<file path="src/rtl/mul_job_sequencer.sv">
// Command queue and launch/watchdog sequencer for the multiply top.
// Owns mem_mode/calc_init and returns one tagged completion record per job.
//
// state        | meaning
// -------------+---------------------------------------------------------
// S_IDLE       | waiting for a queued command; pops the FIFO head
// S_LAUNCH     | one cycle: mem_mode driven, calc_init pulsed
// S_WAIT_START | mem_mode held; waiting for mul_state to leave FREE
// S_RUN        | mem_mode held; waiting for mul_state to return to FREE
// S_REPORT     | completion record offered until done_ready

module mul_job_sequencer #(
    parameter int FIFO_DEPTH  = 4,
    parameter int TAG_W       = 4,
    parameter int START_WAIT  = 16,
    parameter int RUN_TIMEOUT = 200000
) (
    input  logic             clk,
    input  logic             rst_n,
    input  logic             cmd_valid,
    output logic             cmd_ready,
    input  logic [2:0]       cmd_mode,
    input  logic [TAG_W-1:0] cmd_tag,
    input  logic             abort,
    output logic [2:0]       mem_mode,
    output logic             calc_init,
    input  logic [3:0]       mul_state,
    output logic             done_valid,
    input  logic             done_ready,
    output logic [TAG_W-1:0] done_tag,
    output logic [1:0]       done_err,
    output logic             busy
);

    localparam int AW = (FIFO_DEPTH > 1) ? $clog2(FIFO_DEPTH) : 1;
    localparam logic [AW:0]  FULL_CNT     = (AW+1)'(FIFO_DEPTH);
    localparam logic [31:0]  WAIT_LOAD    = 32'(START_WAIT - 1);
    localparam logic [31:0]  RUN_LOAD     = 32'(RUN_TIMEOUT - 1);
    localparam logic [1:0]   ERR_OK       = 2'd0;
    localparam logic [1:0]   ERR_ILLEGAL  = 2'd1;
    localparam logic [1:0]   ERR_START    = 2'd2;
    localparam logic [1:0]   ERR_RUN      = 2'd3;

    typedef enum logic [2:0] {
        S_IDLE,
        S_LAUNCH,
        S_WAIT_START,
        S_RUN,
        S_REPORT
    } state_t;

    state_t           state, state_nxt;
    logic [AW-1:0]    wr_ptr, rd_ptr;
    logic [AW:0]      count;
    logic [2:0]       fifo_mode [FIFO_DEPTH];
    logic [TAG_W-1:0] fifo_tag  [FIFO_DEPTH];
    logic             push, pop;
    logic [2:0]       head_mode;
    logic             head_legal;
    logic [2:0]       job_mode;
    logic [TAG_W-1:0] job_tag;
    logic [1:0]       err_q, err_nxt;
    logic [31:0]      timer, timer_nxt;

    assign cmd_ready  = (count != FULL_CNT);
    assign push       = cmd_valid && cmd_ready;
    assign pop        = (state == S_IDLE) && (count != '0);
    assign head_mode  = fifo_mode[rd_ptr];
    assign head_legal = (head_mode >= 3'd1) && (head_mode <= 3'd4);

    // Storage needs no reset: entries are only read once count says they are valid.
    always_ff @(posedge clk) begin
        if (push) begin
            fifo_mode[wr_ptr] <= cmd_mode;
            fifo_tag[wr_ptr]  <= cmd_tag;
        end
    end

    always_ff @(posedge clk or negedge rst_n) begin
        if (!rst_n) begin
            wr_ptr <= '0;
            rd_ptr <= '0;
            count  <= '0;
        end else begin
            if (push) wr_ptr <= wr_ptr + 1'b1;
            if (pop)  rd_ptr <= rd_ptr + 1'b1;
            case ({push, pop})
                2'b10:   count <= count + 1'b1;
                2'b01:   count <= count - 1'b1;
                default: count <= count;
            endcase
        end
    end

    always_ff @(posedge clk or negedge rst_n) begin
        if (!rst_n) begin
            state    <= S_IDLE;
            job_mode <= '0;
            job_tag  <= '0;
            err_q    <= ERR_OK;
            timer    <= '0;
        end else begin
            state <= state_nxt;
            err_q <= err_nxt;
            timer <= timer_nxt;
            if (pop) begin
                job_mode <= head_mode;
                job_tag  <= fifo_tag[rd_ptr];
            end
        end
    end

    // Completion (mul_state back to FREE) is tested before abort and timeout in RUN.
    always_comb begin
        state_nxt = state;
        err_nxt   = err_q;
        timer_nxt = timer;
        case (state)
            S_IDLE: begin
                if (count != '0) begin
                    if (head_legal) begin
                        state_nxt = S_LAUNCH;
                        err_nxt   = ERR_OK;
                    end else begin
                        state_nxt = S_REPORT;
                        err_nxt   = ERR_ILLEGAL;
                    end
                end
            end
            S_LAUNCH: begin
                if (abort) begin
                    state_nxt = S_REPORT;
                    err_nxt   = ERR_RUN;
                end else begin
                    state_nxt = S_WAIT_START;
                    timer_nxt = WAIT_LOAD;
                end
            end
            S_WAIT_START: begin
                if (abort) begin
                    state_nxt = S_REPORT;
                    err_nxt   = ERR_RUN;
                end else if (mul_state != 4'd0) begin
                    state_nxt = S_RUN;
                    timer_nxt = RUN_LOAD;
                end else if (timer == '0) begin
                    state_nxt = S_REPORT;
                    err_nxt   = ERR_START;
                end else begin
                    timer_nxt = timer - 1'b1;
                end
            end
            S_RUN: begin
                if (mul_state == 4'd0) begin
                    state_nxt = S_REPORT;
                    err_nxt   = ERR_OK;
                end else if (abort || (timer == '0)) begin
                    state_nxt = S_REPORT;
                    err_nxt   = ERR_RUN;
                end else begin
                    timer_nxt = timer - 1'b1;
                end
            end
            S_REPORT: begin
                timer_nxt = '0;
                if (done_ready) state_nxt = S_IDLE;
            end
            default: begin
                state_nxt = S_IDLE;
            end
        endcase
    end

    // Outputs decode registered state only, so reset clears mem_mode immediately.
    always_comb begin
        mem_mode   = 3'd0;
        calc_init  = 1'b0;
        done_valid = 1'b0;
        done_tag   = job_tag;
        done_err   = err_q;
        busy       = (state != S_IDLE) || (count != '0);
        case (state)
            S_LAUNCH: begin
                mem_mode  = job_mode;
                calc_init = 1'b1;
            end
            S_WAIT_START, S_RUN: begin
                mem_mode = job_mode;
            end
            S_REPORT: begin
                done_valid = 1'b1;
            end
            default: begin
                mem_mode = 3'd0;
            end
        endcase
    end

endmodule

</file>
<file path="config.mk">
export PLATFORM = sky130hd
export DESIGN_NAME = mul_job_sequencer
export DESIGN_NICKNAME = d
export VERILOG_FILES = /design/src/rtl/mul_job_sequencer.sv
export SDC_FILE = /design/constraint.sdc
export NUM_CORES = 1
export LEC_CHECK = 0
export CAP_MARGIN = 10
export CORE_ASPECT_RATIO = 0.9
export CORE_MARGIN = 2
export CORE_UTILIZATION = 40
export CTS_CLUSTER_SIZE = 25
export DETAILED_ROUTE_END_ITERATION = 12
export PLACE_DENSITY = 0.61
export RECOVER_POWER = 50
export SLEW_MARGIN = 40
export SYNTH_ARGS = -nofsm -noshare
export SYNTH_HDL_FRONTEND = slang
export SYNTH_SLANG_ARGS = --single-unit
</file>
<file path="constraint.sdc">
create_clock -name clk -period 3.1 [get_ports clk]
set_input_delay 0.31 -clock clk [delete_from_list [all_inputs] [get_ports clk]]
set_output_delay 0.31 -clock clk [all_outputs]
set_load 0.02 [all_outputs]
</file>
* Yosys cells after proc, flatten, opt, wreduce, memory -nomap -nowiden
Memories as Yosys holds them, arrays and structs flattened. A register that Yosys moved wholly into a read port is not among the register bits. Index checks and enable logic that the tools add are counted.
Storage, ports and cells: flip-flop bits (word level) 47, latch bits 0, RAM bits 28, ROM bits 0, bits of input ports 16, output and inout bits 13, logic and storage cells 86, memories 2
Memory list:
- fifo_tag | depth 4, bits a word 4, rd ports 1, clocked after memory_dff 1, wr ports 1, line 56 | logic [TAG_W-1:0] fifo_tag [FIFO_DEPTH];
- fifo_mode | depth 4, bits a word 3, rd ports 1, clocked after memory_dff 0, wr ports 1, line 55 | logic [2:0] fifo_mode [FIFO_DEPTH];
Operators by class: add/sub/neg operators 5, multipliers 0, div/mod/pow operators 0, order comparisons 2, equality and inequality tests 19, shift-type cells 0, mux-type cells 32, bitwise operators 0, reductions and logical operators 19
Operators with widths (number):
- $mux W32 | 6
- $pmux W32 S4 | 1
- $logic_not A32 Y1 | 1
- $sub A32 B1 Y32 const B | 1
- $mux W3 | 10
- $ne A3 B3 Y1 const B | 5
- $pmux W3 S5 | 1
- $mux W2 | 7
- $ne A2 B2 Y1 const B | 6
- $reduce_and A6 Y1 | 2
- $reduce_bool A4 Y1 | 3
- $pmux W2 S4 | 1
- $eq A3 B2 Y1 const B | 2
- $pmux W3 S2 | 1
- $reduce_bool A3 Y1 | 2
- $mux W1 | 5
- $add A2 B1 Y2 const B | 2
- $logic_not A4 Y1 | 1
- $ne A4 B4 Y1 const B | 1
- $reduce_and A4 Y1 | 1
- $add A3 B1 Y3 const B | 1
- $eq A3 B1 Y1 const B | 1
- $eq A3 B3 Y1 const B | 1
- $ge A3 B1 Y1 const B | 1
- 11 further kinds | 14

* Depth between registers and ports, before layout
Gate-level depths: netlist of run 1. An unclocked memory read counts as a cell.
word-level depth 6, gate-level depth with buffers 10

* Worst setup path after synthesis of run 1
OpenSTA, ideal clock, no wires.
path kind flip-flop to flip-flop, from register state[2], to register count[2], library setup time 0.079 ns, data arrival time 2.379 ns, slack 0.642 ns, stages on the path, launching flop included 9, buffers on the path 1, path through dfrtp_1 clkbuf_1 nor4_2 ha_1 inv_1 fa_1 xor2_1 nor2_1 xor2_1
On the way: longest elaborated chain between the ends 4, elaborated cells on any way between the ends 6
RTL lines:
- from (decl) | line 52 | state_t state, state_nxt;
- from (signal assigned) | line 103 | state <= state_nxt;
- $logic_not A3 Y1 (*) | line 67 | assign pop = (state == S_IDLE) && (count != '0);
- $logic_and A1 B1 Y1 (*) | line 67
- net pop | line 57 | logic push, pop;
- $eq A2 B1 Y1 or $eq A2 B2 Y1 (tied branches) | line 87 | case ({push, pop})
- $pmux W3 S2 or $reduce_bool A2 Y1 (tied branches)
- to (signal assigned) | line 88 | 2'b10: count <= count + 1'b1;
- to (signal assigned) | line 89 | 2'b01: count <= count - 1'b1;
- to (signal assigned) | line 90 | default: count <= count;
- to (decl) | line 54 | logic [AW:0] count;
Mark *: on every way through the listed nets, which the timed path passes. The rest lies on a longest branch. A chain may end at the register's enable or synchronous reset.

* Final worst setup path of run 1
from register timer[25], to register timer[16]
On the way: longest elaborated chain between the ends 4, elaborated cells on any way between the ends 5
RTL lines:
- from (decl) | line 63 | logic [31:0] timer, timer_nxt;
- from (signal assigned) | line 105 | timer <= timer_nxt;
- $logic_not A32 Y1 (*) | line 146, 157
- $logic_or A1 B1 Y1 | line 157 | end else if (abort || (timer == '0)) begin
- $ne A2 B2 Y1 (no source line)
- $reduce_and A6 Y1 (no source line) (*)
Mark *: on every way between the ends. The rest lies on a longest branch, timed or not.

==> run metrics, run 1 <==
initial antenna violation count 0; maximum level of the CTS H-tree 3; critical path type register to register; slew of the pin with the lowest slew margin 1.34 ns; maximum operating frequency approximately 370 MHz; proportion of synthesized flip-flops having asynchronous set or reset 0.646; Synth area leaders sky130_fd_sc_hd__dfrtp_1 32%, sky130_fd_sc_hd__edfxtp_1 21%, sky130_fd_sc_hd__o21ai_0 5.4%; worst hold start timer[31]$_DFFE_PN0P_; routed len/inst 15.4 um; wire length of the first global-routing pass between 10,000 and 15,000 um; Critical Path End Type register; power share of the sequential group 0.395; distinct cell type count of the synthesized netlist 50; total clock buffers created by CTS 9; CP Max Fanout 36; number of buffers inserted by port buffering 28; mean instance size in the synthesized netlist about 11 um^2; number of core rows 34; status finished clean; worst slew margin relative to its limit 0.104; maximum number of pins on one net before global-route repair 37; number of filler instances in the final layout 945; Worst EP required about 3.3 ns; number of maximum-capacitance violations 0; number of cells on the worst reg-to-reg path 8; post-synthesis cell type with the largest combined area sky130_fd_sc_hd__dfrtp_1; Routed Antenna Nets 0; maximum clock path buffer count 2; CTS tree done; x dimension of the die around 110 um; DR DRC count 0; worst-skew pair later-pin latency 0.35 ns; number of warning messages in the yosys log 0; sequential cell area fraction in the yosys report 0.539; data arrival time of the critical path 2.91 ns; worst min-delay path category register to register; clock-pin slew reported for the worst setup and hold paths after clock tree synthesis ~0.080 ns; critical path launch point type register; global routing usage summed across all routing layers 0.168; Worst R2R Start timer[25]$_DFFE_PN0P_; quantity of hold-fixing buffers added after cts 1; signed area change from the synthesized netlist to the final layout 15.5%; overall routed net length 8140 um; design internal power 2.50 mW; Switching Fraction 0.380; die outline area 0.0106 mm^2; Top FF cell, synth sky130_fd_sc_hd__dfrtp_1; Root Driver sky130_fd_sc_hd__clkbuf_8; Via Count about 2,900; endpoints failing hold 0; gate count after technology mapping 365; max-slew violation count 0; hold path depth 1; shortest clock period the worst path allows after layout 2.67 ns; Floorplan Core Area 0.00961 mm^2; Final setup violation count 0; number of nets at the end of the flow 422; worst reg2reg setup slack ~0.43 ns; area of all sequential standard cells 0.00212 mm^2; via count of the first global-routing pass 2,788; clock network power share 0.195; Leak 1.82 nW; fraction of final layout cells with drive strength greater than 1 0.119; Hold Slack 0.471 ns; share of power burned in combinational logic 0.409; fin crit share 0.860; area share of the largest cell type after synthesis 0.325; Clock Skews approximately 0.0073 ns; die height 98.0 um; number of buffers added for setup after CTS 0; number of clock sinks approximately 80; antenna diode count 0; number of synthesized flops with an enable pin 28; Ports 29; cells resized by post-CTS repair 0; Worst IR Drop VDD 0.479 mV; Starting Density 0.409; unrepaired setup endpoints after global routing no; starting DRC count in detailed routing 145; post-synthesis register bit count 79; net count after synthesis 389; Power per Cell Area 889 mW/mm^2; sum of negative setup slack 0 ns; destination of the worst register-to-register timing path timer[16]$_DFFE_PN0P_; Routability Congestion around 0.85; worst hold endpoint timer[31]$_DFFE_PN0P_; grt ovf 0; total half-perimeter wirelength after legalization and detailed placement roughly 5600 um; area occupied by multi-input gates 0.00167 mm^2; core utilization of the finished layout 0.472; netlist area before placement 0.00393 mm^2; number of detailed-route iterations in the first pass 4; detailed-route vias per instance 5.45; net load switching power 1.53 mW
-- worst max-delay path, stage by stage (launching register included) --
cell                      delay (ns)
sky130_fd_sc_hd__dfrtp_1        0.42
sky130_fd_sc_hd__or3_1          0.43
sky130_fd_sc_hd__or3_4          0.37
sky130_fd_sc_hd__nor4_4         0.32
sky130_fd_sc_hd__maj3_1         0.28
sky130_fd_sc_hd__o31a_1         0.13
sky130_fd_sc_hd__buf_4          0.32
sky130_fd_sc_hd__nor2_1         0.09
sky130_fd_sc_hd__o22a_1         0.18
-- how the worst max path moves through the flow --
stage / from / endpoint / slack (ns) / cells after the start
floorplan: state[2]$_DFFE_PN0P_ / count[2]$_DFFE_PN0P_ / 0.64 / 8
global placement: timer[25]$_DFFE_PN0P_ / timer[16]$_DFFE_PN0P_ / 0.50 / 8
detailed placement: timer[25]$_DFFE_PN0P_ / timer[16]$_DFFE_PN0P_ / 0.45 / 8
CTS: timer[25]$_DFFE_PN0P_ / timer[16]$_DFFE_PN0P_ / 0.44 / 8
global route: timer[25]$_DFFE_PN0P_ / timer[28]$_DFFE_PN0P_ / 0.30 / 8
finish: timer[25]$_DFFE_PN0P_ / timer[16]$_DFFE_PN0P_ / 0.43 / 8
-- per-stage QoR --
stage / total power [mW] / instances / setup slack [ns] / cell area, um^2
6_report: 4.04 / 529 / 0.433 / 4540
5_1_grt: 4.35 / 529 / 0.302 / 4540
4_1_cts: 4.09 / 529 / 0.444 / 4540
2_1_floorplan: 2.83 / 365 / 0.642 / 3930
3_3_place_gp: 3.26 / 512 / 0.504 / 4330
3_5_place_dp: 3.29 / 512 / 0.455 / 4330
-- layout by cell type, fill, tap and decap left out, drive strengths merged, types with 4 or more instances in the layout --
| cell | synthesis | routed |
|---|---|---|
| dfrtp | 51 | 51 |
| o21ai | 46 | 46 |
| nor2 | 42 | 42 |
| edfxtp | 28 | 28 |
| a21oi | 26 | 26 |
| nand2 | 24 | 24 |
| clkdlybuf4s50 | 0 | 20 |
| inv | 13 | 16 |
| nor3 | 13 | 13 |
| clkbuf | 10 | 12 |
| mux2 | 10 | 10 |
| nand3 | 9 | 9 |
| dlygate4sd3 | 0 | 8 |
| mux4 | 7 | 7 |
| ha | 7 | 7 |
| and2 | 7 | 7 |
| o31ai | 6 | 6 |
| buf | 5 | 6 |
| nor4 | 6 | 6 |
| and3 | 5 | 5 |
| o22a | 4 | 4 |
| xor2 | 4 | 4 |
| xnor2 | 4 | 4 |
| o41ai | 4 | 4 |
| or3 | 4 | 4 |
-- power by group through the flow --
stage	Combinational, mW	Clock, mW	Sequential (mW)
3_3_place_gp	1.64	0	1.61
3_5_place_dp	1.67	0	1.62
2_1_floorplan	1.29	0	1.55
4_1_cts	1.68	0.809	1.60
5_1_grt	1.85	0.854	1.64
6_report	1.65	0.787	1.60
-- sequential cells by signal, summed over array words and instances, names as in the netlist --
register,count
job_mode,3
fifo_mode,12
timer,32
state,3
done_err,2
wr_ptr,2
rd_ptr,2
done_tag,4
count,3
fifo_tag,16
-- Yosys cell counts, types with 2 or more instances --
cell and count:
sky130_fd_sc_hd__a21oi_1 25, sky130_fd_sc_hd__a31oi_1 2, sky130_fd_sc_hd__a41oi_1 2, sky130_fd_sc_hd__and2_1 7, sky130_fd_sc_hd__and3_1 5, sky130_fd_sc_hd__buf_6 4
sky130_fd_sc_hd__clkbuf_1 10, sky130_fd_sc_hd__dfrtp_1 51, sky130_fd_sc_hd__edfxtp_1 28, sky130_fd_sc_hd__ha_1 7, sky130_fd_sc_hd__inv_1 13, sky130_fd_sc_hd__mux2_2 10
sky130_fd_sc_hd__mux4_2 7, sky130_fd_sc_hd__nand2_1 24, sky130_fd_sc_hd__nand2b_1 3, sky130_fd_sc_hd__nand3_1 9, sky130_fd_sc_hd__nand4_1 2, sky130_fd_sc_hd__nor2_1 42
sky130_fd_sc_hd__nor3_1 13, sky130_fd_sc_hd__nor4_1 3, sky130_fd_sc_hd__nor4_2 2, sky130_fd_sc_hd__o21ai_0 42, sky130_fd_sc_hd__o21ai_1 4, sky130_fd_sc_hd__o22a_1 4
sky130_fd_sc_hd__o22ai_1 3, sky130_fd_sc_hd__o31ai_1 6, sky130_fd_sc_hd__o41ai_1 4, sky130_fd_sc_hd__or2_2 3, sky130_fd_sc_hd__or3_1 3, sky130_fd_sc_hd__xnor2_1 4
sky130_fd_sc_hd__xor2_1 4
-- final cells by class --
cell class | count | area share
sequential | 79 | 0.467
multi-input combinational | 258 | 0.369
timing repair buffer | 37 | 0.0745
tap | 126 | 0.0347
clock buffer | 9 | 0.0273
clock inverter | 7 | 0.0171
inverter | 13 | 0.0108
-- routing by layer --
layer  up-vias  GRT usage  routed length, um
li1       1407          -                  -
met1      1426      0.252               4180
met2        44      0.250               3660
met3         8     0.0307                233
met4         0     0.0473                 72
met5         -          0                  0
-- cell families (layout without fill, tap and decap cells) --
| kind of cell | after synthesis | count (layout) | share of synthesized area |
|---|---|---|---|
| simple gates | 124 | 124 | 0.160 |
| buf+inv | 28 | 66 | 0.0347 |
| flops | 79 | 79 | 0.539 |
| mux | 18 | 18 | 0.0714 |
| xor+xnor | 8 | 8 | 0.0178 |
| compound gates | 99 | 99 | 0.147 |
| fa+ha+maj | 9 | 9 | 0.0299 |
(Power assumes the default switching activity.)
==> run 2, diff against run 1 <==
- GPL_TIMING_DRIVEN: not set -> 0
==> run 2 against run 1 <==
Worst hold slack worse by 0.050 ns. Total power increased by 2.1%. Core utilization grew 0.40 points. Routed wire length is 4.0% higher. Register-to-register slack worse by 0.07 ns. Sequential cell count unchanged. Non-clock buffer count grew 8. Combinational power is 14% higher. Critical path depth unchanged. Critical path type unchanged. Critical endpoint unchanged. Largest cell class unchanged. Largest power group unchanged. Highest routed layer unchanged.
==> run metrics, run 2 (synthesized netlist as in run 1, its figures left out) <==
status finished clean; unrepaired setup endpoints after global routing no; Starting Density 0.409; global routing usage summed across all routing layers 0.169; Routability Congestion between 0.7 and 0.8; most frequent cells in the layout 51 x sky130_fd_sc_hd__dfrtp_1, 42 x sky130_fd_sc_hd__nor2_1, 42 x sky130_fd_sc_hd__o21ai_0; hold path depth 2; destination of the worst register-to-register timing path timer[16]$_DFFE_PN0P_; number of cells on the worst reg-to-reg path 8; CTS tree done; maximum level of the CTS H-tree 3; fraction of final layout cells with drive strength greater than 1 0.124; Hold Slack 0.421 ns; register containing the most flip-flops in the final layout timer; CP Max Fanout 6; routed len/inst 15.8 um; Finished Layout Cells 537; number of maximum-capacitance violations 0; data arrival time of the critical path 2.99 ns; Root Driver sky130_fd_sc_hd__clkbuf_8; antenna diode count 0; worst reg2reg setup slack between 0.3 and 0.4 ns; Worst IR Drop VDD 0.460 mV; fin crit share 0.883; Final setup violation count 0; Power per Cell Area 901 mW/mm^2; endpoints failing hold 0; grt ovf 0; starting DRC count in detailed routing 166; critical path type register to register; initial antenna violation count 0; critical path launch point type register; Largest register FFs 32; Via Count 2,991; Ports 29; via count of the first global-routing pass around 2,800; worst-skew pair later-pin latency 0.35 ns; Routed Antenna Nets 0; Final Cell Area 0.00458 mm^2; number of core rows 34; overall routed net length about 8500 um; die height 98.0 um; number of clock sinks 79; worst min-delay path category input port to register; core utilization of the finished layout 0.476; Clock Skews 0.00807 ns; worst slew margin relative to its limit 0.348; placed insts 519; die outline area 0.0106 mm^2; number of buffers inserted by port buffering 27; leading cell type in the layout, fill and taps excluded sky130_fd_sc_hd__dfrtp_1; area occupied by multi-input gates 0.00169 mm^2; worst hold endpoint state[1]$_DFFE_PN0P_; number of filler instances in the final layout between 900 and 1,000; wire length of the first global-routing pass 14,100 um; top flop regs timer x32, fifo_tag x16, fifo_mode x12; number of nets at the end of the flow 430; slew of the pin with the lowest slew margin 0.978 ns; Critical Path End Type register; worst hold start abort; DR DRC count 0; Worst EP required 3.35 ns; shortest clock period the worst path allows after layout 2.74 ns; number of detailed-route iterations in the first pass 4; area of all sequential standard cells 0.00212 mm^2; signed area change from the synthesized netlist to the final layout 16.5%; maximum clock path buffer count 2; total half-perimeter wirelength after legalization and detailed placement approximately 5700 um; maximum operating frequency around 370 MHz; Leak 1.82 nW; Worst R2R Start timer[0]$_DFFE_PN0P_; Floorplan Core Area 0.00961 mm^2; detailed-route vias per instance 5.57; x dimension of the die 108 um; clock-pin slew reported for the worst setup and hold paths after clock tree synthesis 0.09 ns; number of buffers added for setup after CTS 0; post-detailed-placement cell area ~0.0044 mm^2; maximum number of pins on one net before global-route repair 37; total clock buffers created by CTS 9; max-slew violation count 0
run 2: cell types whose count changed in the layout (fill, tap and decap cells not counted), moves of 2 or more:
cell / previous run / this run
sky130_fd_sc_hd__buf_6: 0 / 4
sky130_fd_sc_hd__buf_4: 6 / 1
sky130_fd_sc_hd__clkbuf_1: 2 / 11
sky130_fd_sc_hd__clkinvlp_4: 0 / 2
run 2: what timing repair did:
action	CTS	global route
hold buffers	1	0
endpoints found under the setup margin	0	4
hold endpoints to repair	15	0
gates resized for setup	0	1
run 2: per-layer routing:
metal / vias up / wire length (um) / global-route usage
met2: 70 / 3780 / 0.253
met3: 12 / 372 / 0.0387
met1: 1485 / 4200 / 0.249
met5: - / 0 / 0
li1: 1424 / - / -
met4: 0 / 107 / 0.0464
run 2: critical path, stage by stage, from the launching register on:
cell,delay [ns]
sky130_fd_sc_hd__dfrtp_1,0.40
sky130_fd_sc_hd__inv_1,0.12
sky130_fd_sc_hd__ha_1,0.21
sky130_fd_sc_hd__or3b_2,0.51
sky130_fd_sc_hd__nor3_2,0.36
sky130_fd_sc_hd__nand2_1,0.18
sky130_fd_sc_hd__nor3_1,0.42
sky130_fd_sc_hd__a41oi_1,0.19
sky130_fd_sc_hd__o22a_1,0.23
run 2: stage by stage:
| stage | setup WS [ns] | total power, mW | TNS [ns] |
|---|---|---|---|
| 6_report | 0.362 | 4.12 | 0 |
| 5_1_grt | 0.151 | 4.42 | 0 |
| 4_1_cts | 0.130 | 4.13 | 0 |
| 3_5_place_dp | 0.153 | 3.39 | 0 |
| 3_3_place_gp | -0.0535 | 3.34 | -2.50 |
| 2_1_floorplan | 0.642 | 2.83 | 0 |
run 2: worst max path at each step:
| stage | start | end | cells past startpoint |
|---|---|---|---|
| after CTS | timer[1]$_DFFE_PN0P_ | timer[16]$_DFFE_PN0P_ | 8 |
| after global placement | rst_n | wr_ptr[0]$_DFFE_PN0P_ | 1 |
| after global routing | timer[1]$_DFFE_PN0P_ | timer[16]$_DFFE_PN0P_ | 8 |
| final | timer[0]$_DFFE_PN0P_ | timer[16]$_DFFE_PN0P_ | 8 |
| after floorplan | state[2]$_DFFE_PN0P_ | count[2]$_DFFE_PN0P_ | 8 |
| after detailed placement | timer[1]$_DFFE_PN0P_ | timer[16]$_DFFE_PN0P_ | 8 |
run 2: report_power, final:
group          switching [mW]  total, mW  internal, mW
registers               0.155       1.52          1.36
logic                    1.04       1.88         0.836
clock network           0.422      0.728         0.306
run 2: final cells by class:
cell class | instances | share of cell area
flip-flops and latches | 79 | 0.463
plain buffers | 15 | 0.0191
repair buffers | 30 | 0.0626
well taps | 126 | 0.0345
clock buffers | 9 | 0.0271
inverters | 13 | 0.0107
multi-input cells | 258 | 0.370
clock inverters | 7 | 0.0134
==> run 3, diff against run 2 <==
- CAP_MARGIN: 10 -> not set
- CTS_CLUSTER_DIAMETER: not set -> 120
==> results of run 3 <==
Final layout, timing and power as in run 2 (identical DEF).
